## config.mk

```make
export PLATFORM = sky130hd
export DESIGN_NAME = blink_state_decoder
export DESIGN_NICKNAME = d
export VERILOG_FILES = /design/src/rtl/blink_pattern_pkg.sv /design/src/rtl/blink_state_decoder_input_sync.sv /design/src/rtl/blink_state_decoder.sv
export SDC_FILE = /design/constraint.sdc
export NUM_CORES = 1
export LEC_CHECK = 0
export CAP_MARGIN = 0
export CORE_MARGIN = 1
export CORE_UTILIZATION = 35
export DETAILED_ROUTE_END_ITERATION = 8
export PLACE_DENSITY = 0.61
export SETUP_SLACK_MARGIN = 0.05
export SKIP_CTS_REPAIR_TIMING = 1
export SLEW_MARGIN = 20
export SYNTH_ARGS = -nofsm -noshare
export SYNTH_HDL_FRONTEND = slang
export SYNTH_HIERARCHICAL = 1
export SYNTH_SLANG_ARGS = --single-unit
export TNS_END_PERCENT = 100
```

## constraint.sdc

```tcl
create_clock -name CLK -period 2.2 [get_ports CLK]
set_clock_uncertainty 0.1 [all_clocks]
set_input_delay 0.55 -clock CLK [delete_from_list [all_inputs] [get_ports CLK]]
set_output_delay 0.55 -clock CLK [all_outputs]
set_load 0.05 [all_outputs]
```

## src/rtl/blink_pattern_pkg.sv

```systemverilog
// Shared definitions for the three-state LED signalling (off / blink / on).
// Both the pattern generator and the decoder import this so the codes agree.
package blink_pattern_pkg;

    typedef enum logic [1:0] {
        STATE_OFF     = 2'd0,
        STATE_BLINK   = 2'd1,
        STATE_ON      = 2'd2,
        STATE_UNKNOWN = 2'd3
    } led_state_t;

    localparam int          ACC_W   = 8;
    localparam logic [7:0]  ACC_MAX = 8'hFF;

    // Steady windows report the held level; a moderate toggle count is a blink,
    // anything else (too few to be a blink, or noise) is unknown.
    function automatic led_state_t classify_window(
        input logic [ACC_W-1:0] count,
        input logic             lvl,
        input logic [ACC_W-1:0] min_toggles,
        input logic [ACC_W-1:0] max_toggles
    );
        if (count == '0) begin
            return lvl ? STATE_ON : STATE_OFF;
        end
        if ((count >= min_toggles) && (count <= max_toggles)) begin
            return STATE_BLINK;
        end
        return STATE_UNKNOWN;
    endfunction

endpackage

```

## src/rtl/blink_state_decoder_input_sync.sv

```systemverilog
// Pin synchroniser, edge-detect arming and optional glitch filter for the decoder.
// Optional: BLINK_DECODE_GLITCH_FILTER_EN adds a 4-cycle stability filter on the level.
module input_sync #(
    parameter int SYNC_STAGES = 2
) (
    input  logic clk,
    input  logic srst,
    input  logic sig_in,
    output logic lvl,
    output logic toggle
);

`ifdef BLINK_DECODE_GLITCH_FILTER_EN
    localparam int FILTER_DEPTH = 4;
`else
    localparam int FILTER_DEPTH = 0;
`endif
    // Arming covers the filter latency too, so a pin high at reset never edges.
    localparam int ARM_CYCLES = SYNC_STAGES + 1 + FILTER_DEPTH;
    localparam int ARM_W      = $clog2(ARM_CYCLES + 1);
    localparam logic [ARM_W-1:0] ARM_LAST = ARM_W'(ARM_CYCLES);

    logic [SYNC_STAGES-1:0] sync_reg;
    logic                   raw_lvl;
    logic                   clean_lvl;
    logic                   prev_reg;
    logic [ARM_W-1:0]       arm_cnt_reg;
    logic                   armed;

    always_ff @(posedge clk) begin
        if (srst) begin
            sync_reg <= '0;
        end else begin
            sync_reg <= {sync_reg[SYNC_STAGES-2:0], sig_in};
        end
    end

    assign raw_lvl = sync_reg[SYNC_STAGES-1];

`ifdef BLINK_DECODE_GLITCH_FILTER_EN
    logic       filt_reg;
    logic [1:0] stable_cnt_reg;

    // A differing level must persist for FILTER_DEPTH consecutive edges.
    always_ff @(posedge clk) begin
        if (srst) begin
            filt_reg       <= 1'b0;
            stable_cnt_reg <= 2'd0;
        end else if (raw_lvl == filt_reg) begin
            stable_cnt_reg <= 2'd0;
        end else if (stable_cnt_reg == 2'(FILTER_DEPTH - 1)) begin
            filt_reg       <= raw_lvl;
            stable_cnt_reg <= 2'd0;
        end else begin
            stable_cnt_reg <= stable_cnt_reg + 2'd1;
        end
    end

    assign clean_lvl = filt_reg;
`else
    assign clean_lvl = raw_lvl;
`endif

    assign armed = (arm_cnt_reg == ARM_LAST);

    always_ff @(posedge clk) begin
        if (srst) begin
            arm_cnt_reg <= '0;
            prev_reg    <= 1'b0;
        end else begin
            if (!armed) begin
                arm_cnt_reg <= arm_cnt_reg + ARM_W'(1);
            end
            prev_reg <= clean_lvl;
        end
    end

    assign lvl    = clean_lvl;
    assign toggle = armed && (clean_lvl != prev_reg);

endmodule

```

## src/rtl/blink_state_decoder.sv

```systemverilog
// Receive side of the off/blink/on LED signalling: counts toggles per window and classifies.
// Optional: BLINK_DECODE_GLITCH_FILTER_EN (glitch filter inside input_sync).
module blink_state_decoder
    import blink_pattern_pkg::*;
#(
    parameter int WINDOW_CYCLES = 1 << 24,
    parameter int MIN_TOGGLES   = 2,
    parameter int MAX_TOGGLES   = 16,
    parameter int SYNC_STAGES   = 2
) (
    input  logic       CLK,
    input  logic       RST,
    input  logic       SIG_IN,
    output logic [1:0] STATE,
    output logic       STATE_VALID,
    output logic       STATE_CHANGE,
    output logic [7:0] TOGGLE_COUNT
);

    localparam int                WCNT_W   = $clog2(WINDOW_CYCLES);
    localparam logic [WCNT_W-1:0] WIN_LAST = WCNT_W'(WINDOW_CYCLES - 1);
    localparam logic [ACC_W-1:0]  MIN_T    = ACC_W'(MIN_TOGGLES);
    localparam logic [ACC_W-1:0]  MAX_T    = ACC_W'(MAX_TOGGLES);

    logic              lvl;
    logic              toggle;
    logic [WCNT_W-1:0] wcnt_reg;
    logic [ACC_W-1:0]  acc_reg;
    logic [ACC_W-1:0]  acc_next;
    logic              window_end;
    led_state_t        state_reg;
    led_state_t        state_next;
    logic              valid_reg;
    logic              change_reg;
    logic [ACC_W-1:0]  count_reg;

    input_sync #(
        .SYNC_STAGES(SYNC_STAGES)
    ) u_input_sync (
        .clk   (CLK),
        .srst  (RST),
        .sig_in(SIG_IN),
        .lvl   (lvl),
        .toggle(toggle)
    );

    // The window-end cycle's own toggle belongs to the closing window.
    always_comb begin
        acc_next = acc_reg;
        if (toggle && (acc_reg != ACC_MAX)) begin
            acc_next = acc_reg + 8'd1;
        end
    end

    assign window_end = (wcnt_reg == WIN_LAST);
    assign state_next = classify_window(acc_next, lvl, MIN_T, MAX_T);

    always_ff @(posedge CLK) begin
        if (RST) begin
            wcnt_reg   <= '0;
            acc_reg    <= '0;
            state_reg  <= STATE_OFF;
            valid_reg  <= 1'b0;
            change_reg <= 1'b0;
            count_reg  <= '0;
        end else if (window_end) begin
            wcnt_reg   <= '0;
            acc_reg    <= '0;
            state_reg  <= state_next;
            count_reg  <= acc_next;
            valid_reg  <= 1'b1;
            change_reg <= valid_reg && (state_next != state_reg);
        end else begin
            wcnt_reg   <= wcnt_reg + WCNT_W'(1);
            acc_reg    <= acc_next;
            change_reg <= 1'b0;
        end
    end

    assign STATE        = state_reg;
    assign STATE_VALID  = valid_reg;
    assign STATE_CHANGE = change_reg;
    assign TOGGLE_COUNT = count_reg;

endmodule

```

==> results of run 1 <==
## logic make-up after synthesis
family,Yosys count,share of synthesized area [%]
buffers and inverters,14,3.48
XOR/XNOR,29,11.8
flip-flops,49,45.4
adder cells (fa/ha/maj),3,1.74
AO/OA/AOI/OAI,28,8.23
AND/OR/NAND/NOR,116,27.0
multiplexers,5,2.38
## worst register-to-register path: stages, from the launching register on
cell and delay [ps]:
dfxtp_2 350, ha_4 170, and2_4 140, and4_4 150
or2_1 230, a21oi_2 210, mux2i_2 100, or4_1 520
o211ai_1 90
## cells in the mapped netlist, types with 2 or more instances
library cell and number:
o211ai_1 2, clkbuf_1 3, a31oi_1 2, nand4_1 7, o21ai_0 13, and3_1 4
xor2_1 15, dfxtp_1 49, nand3_1 14, mux2i_1 4, nor2b_1 4, inv_1 5
xnor2_1 14, and4_1 3, nor2_1 41, nor3_1 4, nand2b_1 2, a21oi_1 4
ha_1 3, nand2_1 23, buf_2 2
## power breakdown
group          internal (mW)  switching (mW)  total, mW
registers              0.904          0.0125      0.917
logic                 0.0517          0.0454     0.0971
clock network          0.291           0.304      0.594
## routing by layer
| metal | track usage (%) | wire, um | share of wire (%) | up-vias |
|---|---|---|---|---|
| met5 | 0 | 0 | 0 | - |
| met4 | 5.36 | 73 | 1.7 | 0 |
| met3 | 3.41 | 98 | 2.2 | 6 |
| met2 | 24.7 | 2010 | 46 | 21 |
| met1 | 19.2 | 2200 | 50 | 820 |
| li1 | - | - | - | 911 |
## cell type report
type / instances / share of cell area (%)
Sequential cell: 49 / 35.8
Timing Repair Buffer: 44 / 14.1
Clock buffer: 7 / 3.50
Multi-Input combinational cell: 181 / 42.2
Inverter: 5 / 0.682
Tap cell: 75 / 3.41
Clock inverter: 1 / 0.318
## worst min path at each step
| stage | startpoint | end | slack [ps] | cells past startpoint |
|---|---|---|---|---|
| global placement | u_input_sync/sync_reg[0]$_SDFF_PP0_ | u_input_sync/sync_reg[1]$_SDFF_PP0_ | 340 | 1 |
| CTS | u_input_sync/sync_reg[0]$_SDFF_PP0_ | u_input_sync/sync_reg[1]$_SDFF_PP0_ | 350 | 1 |
| finish | u_input_sync/sync_reg[0]$_SDFF_PP0_ | u_input_sync/sync_reg[1]$_SDFF_PP0_ | 340 | 1 |
| floorplan | u_input_sync/sync_reg[0]$_SDFF_PP0_ | u_input_sync/sync_reg[1]$_SDFF_PP0_ | 310 | 1 |
| detailed placement | u_input_sync/sync_reg[0]$_SDFF_PP0_ | u_input_sync/sync_reg[1]$_SDFF_PP0_ | 330 | 1 |
| global route | u_input_sync/sync_reg[0]$_SDFF_PP0_ | u_input_sync/sync_reg[1]$_SDFF_PP0_ | 360 | 1 |
==> run metrics, run 1 <==
status finished, final reports clean; Worst Reg2Reg Path Length in Cells 8; cell leakage power 1.12 nW; # H-tree levels 2; Fin Setup TNS 0 ps; share of cells above drive strength 1 20.2%; antenna-violating nets left 0; R2R Path End STATE_CHANGE$_SDFF_PP0_; Slew Limit Fails 0; number of remaining DRC errors 0; CTS max path bufs 2; 1st-iter DRT viols 84; worst slew pin tran around 510 ps; Synth async-reset ratio 0%; antenna violations before repair 0; CTS tree built; crit path from u_input_sync/arm_cnt_reg[0]$_SDFFE_PP0P_; slowest CP cell or4_1; dominant cell type by area after synthesis dfxtp_1; drt total wl around 4400 um; clk sink count 49; share of the yosys chip area belonging to registers 45.4%; most frequent cells in the layout dfxtp_1, nor2_1, buf_4; Worst R2R Setup Slack 80 ps; Synth cell types 47; CP max stage delay 520 ps; WP buf/inv 0; placer congestion estimate 0.745; Clk Latency, worst-skew pair 300 ps; Finished Layout Cells 362; post-synth top area share between 40% and 50%; ANT cells 0; vias in the first global route 1644; multi-input logic area 1160 sq um; minimum clock period 2120 ps; Placed Cells 353; Total Die Area 6490 sq um; FILL cells ~590; startpoint type of the worst setup path flop; fin util 46.5%; vias per cell 4.86; hpwl dp 3170 um; Hold WS between 300 and 400 ps; core box area between 5000 and 6000 sq um; Yosys reg bits 49; Total Power 1.61 mW; Layout area overhead 27.4%; critical path endpoint STATE_CHANGE$_SDFF_PP0_; Slew HR 65.8%; VDD IR max 0.000384 V; reg2reg start u_input_sync/arm_cnt_reg[0]$_SDFFE_PP0P_; # setup viols final 0; Pwr per Cell Area 584 nW/um^2; Post-synth top flop dfxtp_1; largest net degree at the start of global routing 21; most common cell after layout, fill and taps aside dfxtp_1; cells along the critical path ha_4 > and2_4 > and4_4 > or2_1 > a21oi_2 > mux2i_2 > or4_1 > o211ai_1; Avg Synthesized Cell Area approximately 8.9 sq um; ranking of synthesized cells by area dfxtp_1, nor2_1, xor2_1; first-pass GRT wire length roughly 7500 um; vias after detailed routing 1758; Req. time, crit path 2340 ps; Num CTS Buffers 5; # IOs 15; fin crit share 96.4%; mapped cell area about 2200 sq um; Final nets ~290; I/O Buffers 14; Syn Nets between 200 and 300; Max-Cap Viols 0; Die Span Y 80.6 um; WP data arrival 2260 ps; Final Cell Area 2750 sq um; clock-pin slew on the worst setup and hold paths around 100 ps; final worst setup slack 79.6 ps; Critical Path Stages 8; worst slack at placement -63.0 ps; per-cell routed wire length around 12 um; Initial DRT Pass Iterations 4; synth warn 6; GR Util All Layers 15.1%; site row count 28; Post-synth EDFFs 0; register area slightly below 1000 sq um; Root Driver clkbuf_8; Crit. End Element flop; FMAX 472 MHz; worst-path fanout max 4; Cell Area, Placed 2580 sq um; unrepaired setup endpoints after global routing true; GRT Residual Overflow 0; max reg flops 24; Final Hold Vio Count 0; Die Wd 80.6 um; Tightest Hold Check Type flop to flop; Cells after Synth 244; critical path type flop to flop; Starting Density 36.5%; cell family with most CP delay simple AND/OR/NAND/NOR gates
No activity file was read; power rests on OpenSTA's default activity.
==> run 2: changes to the inputs <==
--- a/config.mk
+++ b/config.mk
@@ -7,9 +7,9 @@
 export LEC_CHECK = 0
 export CAP_MARGIN = 0
 export CORE_MARGIN = 1
-export CORE_UTILIZATION = 35
+export CORE_UTILIZATION = 52
 export DETAILED_ROUTE_END_ITERATION = 8
-export PLACE_DENSITY = 0.61
+export PLACE_DENSITY = 0.87
 export SETUP_SLACK_MARGIN = 0.05
 export SKIP_CTS_REPAIR_TIMING = 1
 export SLEW_MARGIN = 20
==> constraint.sdc (replaced) <==
create_clock -name CLK -period 1.7 [get_ports CLK]
set_clock_uncertainty 0.1 [all_clocks]
set_input_delay 0.425 -clock CLK [delete_from_list [all_inputs] [get_ports CLK]]
set_output_delay 0.425 -clock CLK [all_outputs]
set_load 0.05 [all_outputs]
==> run 2 against run 1 <==
The run now ends with setup timing left. Worst hold slack improved by 6.4 ps. Via count rose by 26%. Fmax fell by 3.4%. Cell area rose by 20%. Power rose by 27%. Sequential power rose by 30%. Sequential cell count did not move. Global-route usage rose by 11 points. Setup slack got worse by 570 ps. First-iteration DRC count rose by 140%. Die area fell by 32%. Critical path type unchanged. Largest power group unchanged.
==> run metrics, run 2 (synthesis results as in run 1) <==
status finished with violations; failing checks setup timing; Final nets 327 (+12%); placer congestion estimate 0.857 (+15%); antenna violations before repair 0 (unchanged); hpwl dp 3830 um (+21%); most frequent cells in the layout buf_4, dfxtp_1, nor2_1; Cell Area, Placed 2950 sq um (+14%); register area 996 sq um (+1.1%); clock-pin slew on the worst setup and hold paths 90 ps (about the same); minimum clock period 2200 ps (+74.9 ps); antenna-violating nets left 0 (unchanged); Total Die Area 4410 sq um (-32%); Crit. End Element flop; # IOs 15 (unchanged); 1st-iter DRT viols 200 (+140%); Slew Limit Fails 0 (unchanged); slowest CP cell or4_1; VDD IR max 0.000658 V (+71%); # setup viols final 42 (+42); Total Power 2.04 mW (+27%); Layout area overhead 53.1%; WP data arrival 2330 ps (+70 ps); vias in the first global route 1984 (+21%); site row count 23 (-18%); Starting Density 54.0% (+18 points); critical path type flop to flop; drt total wl 6910 um (+58%); CTS max path bufs 2 (unchanged); most common cell after layout, fill and taps aside buf_4; final worst setup slack -495 ps (-575 ps); fin util 82.7% (+36 points); FMAX 456 MHz (-3.4%); hold path startpoint u_input_sync/sync_reg[0]$_SDFF_PP0_; multi-input logic area 1350 sq um (+16%); ANT cells 0 (unchanged); vias per cell 5.94 (+22%); Tightest Hold Check Type flop to flop; Req. time, crit path 1840 ps (-500 ps); worst slew pin tran 442 ps (-70.3 ps); number of remaining DRC errors 0 (unchanged); crit path from u_input_sync/prev_reg$_SDFF_PP0_; cells along the critical path xor2_1 > and2_4 > and4_4 > o211ai_1 > a21oi_4 > mux2i_1 > or4_1 > o211ai_1; worst-path fanout max 3 (-1); reg2reg start u_input_sync/prev_reg$_SDFF_PP0_; max reg flops 24 (unchanged); Max-Cap Viols 0 (unchanged); share of cells above drive strength 1 44.1% (+24 points); CP max stage delay 560 ps (+40 ps); GR Util All Layers 26.5% (+11 points); cell family with most CP delay simple AND/OR/NAND/NOR gates; first-pass GRT wire length 8670 um (+15%); Die Wd 66.4 um (-18%); CTS tree built; startpoint type of the worst setup path flop; vias after detailed routing 2209 (+26%); largest net degree at the start of global routing 17 (-19%); per-cell routed wire length 18.6 um (+54%); unrepaired setup endpoints after global routing true; fin crit share 129% (+33 points); FILL cells 197 (-66%); Fin Setup TNS -18150 ps (-18150 ps); Pwr per Cell Area 617 nW/um^2 (+5.6%); Initial DRT Pass Iterations 4 (unchanged); cell leakage power 1.28 nW (+15%); # H-tree levels 2 (unchanged); clk sink count 49 (unchanged); core box area 4000 sq um (-32%); Root Driver clkbuf_8; Slew HR 70.1% (+4.3 points); Clk Latency, worst-skew pair 310 ps (about the same); I/O Buffers 14 (unchanged); Num CTS Buffers 5 (unchanged); Final Hold Vio Count 0 (unchanged); Die Span Y 66.4 um (-18%); Final Cell Area 3310 sq um (+20%); GRT Residual Overflow 0 (unchanged); cell mode on critical path o211ai_1; WP buf/inv 0 (unchanged)
-- run 2: cell count changes in the layout (fill, tap and decap cells not counted), sizes merged --
cell,previous run,this run
buf,31,75
clkdlybuf4s50,8,2
dlymetal6s2s,5,0
a41oi,1,2
clkbuf,7,8
clkinvlp,0,1
inv,6,5
-- run 2: final cells by class --
class / count / share of cell area [%]
timing repair buffer: 78 / 24.1
inverter: 5 / 0.568
tap: 50 / 1.89
clock buffer: 7 / 2.31
clock inverter: 1 / 0.227
sequential: 49 / 30.1
multi-input combinational: 182 / 40.8
-- run 2: stage by stage --
stage	hold slack [ps]	instances	setup WS, ps
after detailed placement	349	359	-455
final	350	372	-495
after global routing	365	372	-549
after floorplan	314	244	-435
after CTS	362	367	-432
after global placement	324	359	-365
-- run 2: final timing paths --
path / to / slack [ps] / cells past startpoint
max: STATE_CHANGE$_SDFF_PP0_ / -500 / 8
min: u_input_sync/sync_reg[1]$_SDFF_PP0_ / 350 / 1
max reg2reg: STATE_CHANGE$_SDFF_PP0_ / -500 / 8
min reg2reg: u_input_sync/sync_reg[1]$_SDFF_PP0_ / 350 / 1
-- run 2: per-layer routing --
metal / part of all wire, % / global-route usage, %
met5: 0 / 0
met3: 5.4 / 5.86
met1: 42 / 31.5
met2: 48 / 42.9
met4: 4.5 / 17.0
-- run 2: where the power goes --
group          leakage [nW]  total (mW)  internal [mW]  switching (mW)
Combinational         0.838       0.168         0.0872          0.0812
Sequential            0.401        1.19           1.17          0.0181
Clock                0.0385       0.684          0.292           0.393
-- run 2: worst reg2reg max path: cells and delay by family, from the launching register on --
| family | cells | cell delay (ps) |
|---|---|---|
| AOI/OAI and AO/OA | 3 | 480 |
| and+or+nand+nor | 3 | 940 |
| muxes | 1 | 130 |
| xor gates and xnor gates | 1 | 140 |
| DFF | 1 | 330 |
